==> config.mk <==
export PLATFORM = sky130hd
export DESIGN_NAME = binary2gray_recon
export DESIGN_NICKNAME = d
export VERILOG_FILES = /design/src/rtl/gray_recon_pkg.sv /design/src/rtl/win_counter.sv /design/src/rtl/binary2gray_recon.sv
export SDC_FILE = /design/constraint.sdc
export NUM_CORES = 1
export LEC_CHECK = 0
export ABC_CLOCK_PERIOD_IN_PS = 4600
export BUFFER_PORTS_ARGS = -buffer_cell sky130_fd_sc_hd__buf_2
export CELL_PAD_IN_SITES_DETAIL_PLACEMENT = 1
export CELL_PAD_IN_SITES_GLOBAL_PLACEMENT = 1
export CORE_MARGIN = 2
export CORE_UTILIZATION = 30
export DETAILED_ROUTE_END_ITERATION = 10
export GPL_TIMING_DRIVEN = 0
export PLACE_DENSITY = 0.67
export SYNTH_ARGS = -nofsm -noshare
export SYNTH_HDL_FRONTEND = slang
export SYNTH_SLANG_ARGS = --single-unit
export TNS_END_PERCENT = 10
==> constraint.sdc <==
create_clock -name iCLK -period 4.6 [get_ports iCLK]
set_clock_uncertainty 0.2 [all_clocks]
set_input_delay 0.92 -clock iCLK [delete_from_list [all_inputs] [get_ports iCLK]]
set_output_delay 0.92 -clock iCLK [all_outputs]
set_load 0.02 [all_outputs]
==> src/rtl/gray_recon_pkg.sv <==
// Shared constants, types and the saturating grey-scale helper for the
// binary-to-grey reconstruction block.
package gray_recon_pkg;

  localparam int DEF_DATA_W   = 12;
  localparam int MAX_LOG2_WIN = 6;

  // Wide enough for any legal window length (up to 64 ones).
  typedef logic [MAX_LOG2_WIN:0] sum_t;

  localparam logic [0:0] ST_FILL   = 1'b0;
  localparam logic [0:0] ST_STEADY = 1'b1;

  // A full window would scale to exactly 2^data_w, which does not fit, so it
  // saturates to all-ones instead of wrapping to zero.
  function automatic logic [31:0] scale_sum(input sum_t sum, input int log2_win,
                                            input int data_w = DEF_DATA_W);
    logic [31:0] s;
    s = 32'(sum);
    if (s == (32'd1 << log2_win))
      scale_sum = (32'd1 << data_w) - 32'd1;
    else
      scale_sum = s << (data_w - log2_win);
  endfunction

endpackage

==> src/rtl/win_counter.sv <==
// Sliding window of the last N pixel bits of the current line with a running
// count of ones and a fill counter; clear takes priority over insert.
module win_counter
  import gray_recon_pkg::*;
#(
  parameter int LOG2_WIN = 3
) (
  input  logic                clk,
  input  logic                rst_n,
  input  logic                clr,
  input  logic                ins,
  input  logic                bit_in,
  output logic [LOG2_WIN:0]   sum_nxt,
  output logic [0:0]          state_nxt
);

  localparam int N  = 1 << LOG2_WIN;
  localparam int SW = LOG2_WIN + 1;
  localparam logic [SW-1:0] N_V = SW'(N);

  logic [N-1:0]  hist_q, hist_d;
  logic [SW-1:0] sum_q, sum_d;
  logic [SW-1:0] fill_q, fill_d;

  always_comb begin
    hist_d = clr ? '0 : hist_q;
    sum_d  = clr ? '0 : sum_q;
    fill_d = clr ? '0 : fill_q;
    if (ins) begin
      // The bit leaving the window is read before the shift; cleared history
      // makes it zero, which gives the zero-pad behaviour at the line edge.
      sum_d  = sum_d + SW'(bit_in) - SW'(hist_d[N-1]);
      hist_d = {hist_d[N-2:0], bit_in};
      fill_d = (fill_d == N_V) ? N_V : fill_d + SW'(1);
    end
  end

  always_ff @(posedge clk or negedge rst_n) begin
    if (!rst_n) begin
      hist_q <= '0;
      sum_q  <= '0;
      fill_q <= '0;
    end else begin
      hist_q <= hist_d;
      sum_q  <= sum_d;
      fill_q <= fill_d;
    end
  end

  assign sum_nxt   = sum_d;
  assign state_nxt = (fill_d == N_V) ? ST_STEADY : ST_FILL;

endmodule

==> src/rtl/binary2gray_recon.sv <==
// Rebuilds a grey level from a binarised pixel stream using a per-line box
// filter; drives equal R/G/B with one cycle of registered latency.
module binary2gray_recon
  import gray_recon_pkg::*;
#(
  parameter int LOG2_WIN = 3,
  parameter int DATA_W   = DEF_DATA_W
) (
  input  logic              iCLK,
  input  logic              iRST_n,
  input  logic              iValid,
  input  logic              iSOL,
  input  logic              iBit,
  output logic              oValid,
  output logic              oWarm,
  output logic [DATA_W-1:0] oRed,
  output logic [DATA_W-1:0] oGreen,
  output logic [DATA_W-1:0] oBlue
);

  logic [LOG2_WIN:0] sum_nxt;
  logic [0:0]        state_nxt;

  logic              valid_q, valid_d;
  logic              warm_q, warm_d;
  logic [DATA_W-1:0] grey_q, grey_d;

  win_counter #(.LOG2_WIN(LOG2_WIN)) u_win (
    .clk       (iCLK),
    .rst_n     (iRST_n),
    .clr       (iSOL),
    .ins       (iValid),
    .bit_in    (iBit),
    .sum_nxt   (sum_nxt),
    .state_nxt (state_nxt)
  );

  // Colour holds across idle cycles; warm tracks the window even when idle so
  // a start-of-line without a pixel still drops it.
  always_comb begin
    valid_d = iValid;
    warm_d  = (state_nxt == ST_STEADY);
    grey_d  = grey_q;
    if (iValid)
      grey_d = DATA_W'(scale_sum(sum_t'(sum_nxt), LOG2_WIN, DATA_W));
  end

  always_ff @(posedge iCLK or negedge iRST_n) begin
    if (!iRST_n) begin
      valid_q <= 1'b0;
      warm_q  <= 1'b0;
      grey_q  <= '0;
    end else begin
      valid_q <= valid_d;
      warm_q  <= warm_d;
      grey_q  <= grey_d;
    end
  end

  assign oValid = valid_q;
  assign oWarm  = warm_q;
  assign oRed   = grey_q;
  assign oGreen = grey_q;
  assign oBlue  = grey_q;

endmodule

==> out/metrics.yaml <==
status:
  outcome: "finished, final reports clean"
yosys:
  syn_nets: 154
  synth-seq-cells: 22
  syn_area_um2: 1406
  syn_inst: 144
  ys_seq_area_frac: 0.3915
  synth_warnings: 0
  avgSynthCellArea_um2: 9.766
  synth_cell_types: 38
timing:
  setup_viol: 0
  fin_crit_sh: 0.8310
  setup_tns_ps: 0
  rsz0062_at_grt: "no"
  fmax_ghz: 0.2616
  period_minus_slack_ps: 3823
  worst_pin_slew_ps: 758.8
  finalHoldViolations: 0
  slew_violations: 0
  slew_headroom: 0.4942
detailed_routing:
  wl_met3_um: 203
  ant_nets: 0
  met1_length_mm: 1.436
  wire_per_inst_um: 13.18
  drt_iter0_markers: 29
  vias_per_cell: 4.682
  top_layer: "met4"
  dr_wl_met2_mm: 1.533
  drt-total-wl_mm: 3.189
  num_vias: 1133
  first_pass_iters: 4
  drc: 0
critical_path:
  worstSetupStartpointType: "input pin"
  critPathKind: "in2reg"
  ff2ff_setup_slack_ps: 1740
  crit_chain: "buf_2, buf_2, clkbuf_1, nor2b_1, ha_1, inv_1, ha_1, ha_1, nand2b_1, a211oi_2, o22ai_1, or4b_1, mux2i_1"
  cp-end-kind: "register"
  cp_slowest_stage_delay_ps: 540
  crit_path_frequent_cell: "ha_1"
  worstPathMaxFanout: 10
  slowest_stage: "or4b_1"
  crit_arrival_ps: 3820
  worst_ep_required_time_ps: 4590
clock_tree:
  cts_sinks: 22
  cts_tree: "yes"
  cts_setup_buffers: 0
  htreeDepth: 1
  cts_made_buffers: 3
  cts_hold_buf: 0
  cts_buffer_depth: 2
  root_buffer: "clkbuf_8"
  clock_latency_ps: 270
  cts_resized: 0
  clk_pin_slew_worst_paths_ps: 90
grt:
  grt_max_degree: 29
  grtUsageTotal: 0.1331
  grt_pass1_vias: 1159
  grt-ovfl-total: 0
  grt_pass1_wl_mm: 5.554
  antenna_found_initial: 0
layout:
  area_growth_pct: 23.49
  antenna_cells: 0
  final_cell_mix: "45 x buf_2, 32 x buf_4, 22 x dfrtp_1"
  fin_nets: 201
  multi_input_area_um2: 551.8
  regArea_um2: 550.5
  utilization: 0.3908
  fill_cells: 539
  drive_gt1_frac: 0.4632
  final_common_cell: "buf_2"
floorplan:
  die-area_um2: 5251
  start_util: 0.3164
  coreArea_um2: 4444
  die_height_um: 72.47
  num_rows: 24
  io_pins: 43
  die_x_um: 72.47
power:
  p_sw_frac: 0.2653
  p_seq_frac: 0.504
  power_frac_comb: 0.154
  leakage_nw: 0.9866
  irDropWorstVdd_mv: 0.1503
  power_density_nw_per_um2: 237.2
  internal-power_mw: 0.3026
  clockPowerShare: 0.342
  total_power_mw: 0.4119
  p_switching_mw: 0.1093
placed_design:
  dp_hpwl_mm: 2.470
  place.gp.congestion: 0.7080
  portBuffers: 42
job:
  maxCapViolCount: 0
hold_path:
  hp-class: "reg2reg"
-- synthesized netlist by cell type --
cell / count / area share
clkbuf_1: 2 / 0.0053
nand4_1: 1 / 0.0045
buf_6: 1 / 0.0080
dfrtp_1: 22 / 0.39
o21bai_1: 1 / 0.0053
inv_1: 8 / 0.021
nand3_1: 1 / 0.0036
or4b_1: 1 / 0.0071
nor4b_1: 1 / 0.0062
and4b_2: 1 / 0.0080
o31ai_1: 1 / 0.0053
and2b_2: 1 / 0.0062
o221ai_1: 3 / 0.019
nor2b_1: 3 / 0.013
xor2_1: 2 / 0.012
o22ai_1: 1 / 0.0045
buf_4: 32 / 0.17
nor2b_4: 1 / 0.0098
nand2b_1: 8 / 0.036
and3b_2: 1 / 0.0071
a211oi_2: 1 / 0.0089
a22oi_1: 1 / 0.0053
mux2i_1: 8 / 0.057
nor4bb_1: 1 / 0.0071
a31oi_1: 1 / 0.0045
o21ai_1: 1 / 0.0036
o221a_2: 1 / 0.0080
a22o_1: 2 / 0.012
and2_1: 2 / 0.0089
o211ai_1: 1 / 0.0053
a32oi_1: 1 / 0.0062
buf_2: 3 / 0.011
o21ai_0: 6 / 0.021
nand2_1: 3 / 0.0080
ha_1: 5 / 0.044
nor2_1: 11 / 0.029
nor3_1: 1 / 0.0036
a21oi_1: 3 / 0.011
-- metrics by stage --
stage	hold slack [ps]	cell area, µm²	setup WS, ps	cells
after floorplan	265.6	1406	1109	144
after global placement	293.6	1682	612.5	238
after detailed placement	285.2	1682	490.3	238
after CTS	321.0	1737	726.6	242
after global routing	354.8	1737	506.8	242
final	315.7	1737	777.4	242
-- power by group through the flow --
stage	Clock [mW]	Sequential [mW]	Combinational, mW
after floorplan	0	0.214	0.0384
after global placement	0	0.211	0.0620
after detailed placement	0	0.212	0.0645
after CTS	0.147	0.208	0.0648
after global routing	0.156	0.209	0.0712
final	0.141	0.208	0.0636
-- worst max-delay path, delay by kind of cell --
family                   cells  cell delay, ps
buffers and inverters        4             750
AND/OR/NAND/NOR              3             850
multiplexers                 1             160
adder cells (fa/ha/maj)      3             770
AO/OA/AOI/OAI                2             370
-- layer usage --
metal,global-route usage,up-vias
met3,0.02778,2
met1,0.1707,542
met2,0.2294,42
li1,-,547
met4,0.03292,0
met5,0,-
-- path summary, 6_finish.rpt --
| check | startpoint | end | depth (start not counted) |
|---|---|---|---|
| setup / recovery | iSOL | oBlue[8] | 13 |
| max in group asynchronous | iRST_n | oValid | 1 |
| hold / removal | u_win.hist_q[0] | u_win.hist_q[0] | 1 |
| min in group asynchronous | iRST_n | u_win.hist_q[3] | 1 |
| setup reg to reg | u_win.hist_q[7] | oBlue[8] | 10 |
| hold reg to reg | u_win.hist_q[0] | u_win.hist_q[0] | 1 |
-- state kept, by name, summed over array words and instances (netlist names) --
name          flops
oWarm             1
u_win.fill_q      4
u_win.hist_q      8
u_win.sum_q       4
oValid            1
oBlue             4
-- final cells by class --
class                      count  area share
buffer                        38      0.1578
multi-input combinational     76      0.3177
tap                           52     0.03746
inverter                       8     0.01729
sequential                    22      0.3170
clock buffer                   4     0.03170
timing repair buffer          42      0.1210
-- cells by family after synthesis --
logic type               Yosys count  synth area share
XOR/XNOR                           2           0.01246
flip-flops                        22            0.3915
adder cells (fa/ha/maj)            5           0.04448
multiplexers                       8           0.05694
AO/OA/AOI/OAI                     24            0.1201
buffers and inverters             46            0.2162
AND/OR/NAND/NOR                   37            0.1584
(Power assumes the default switching activity.)
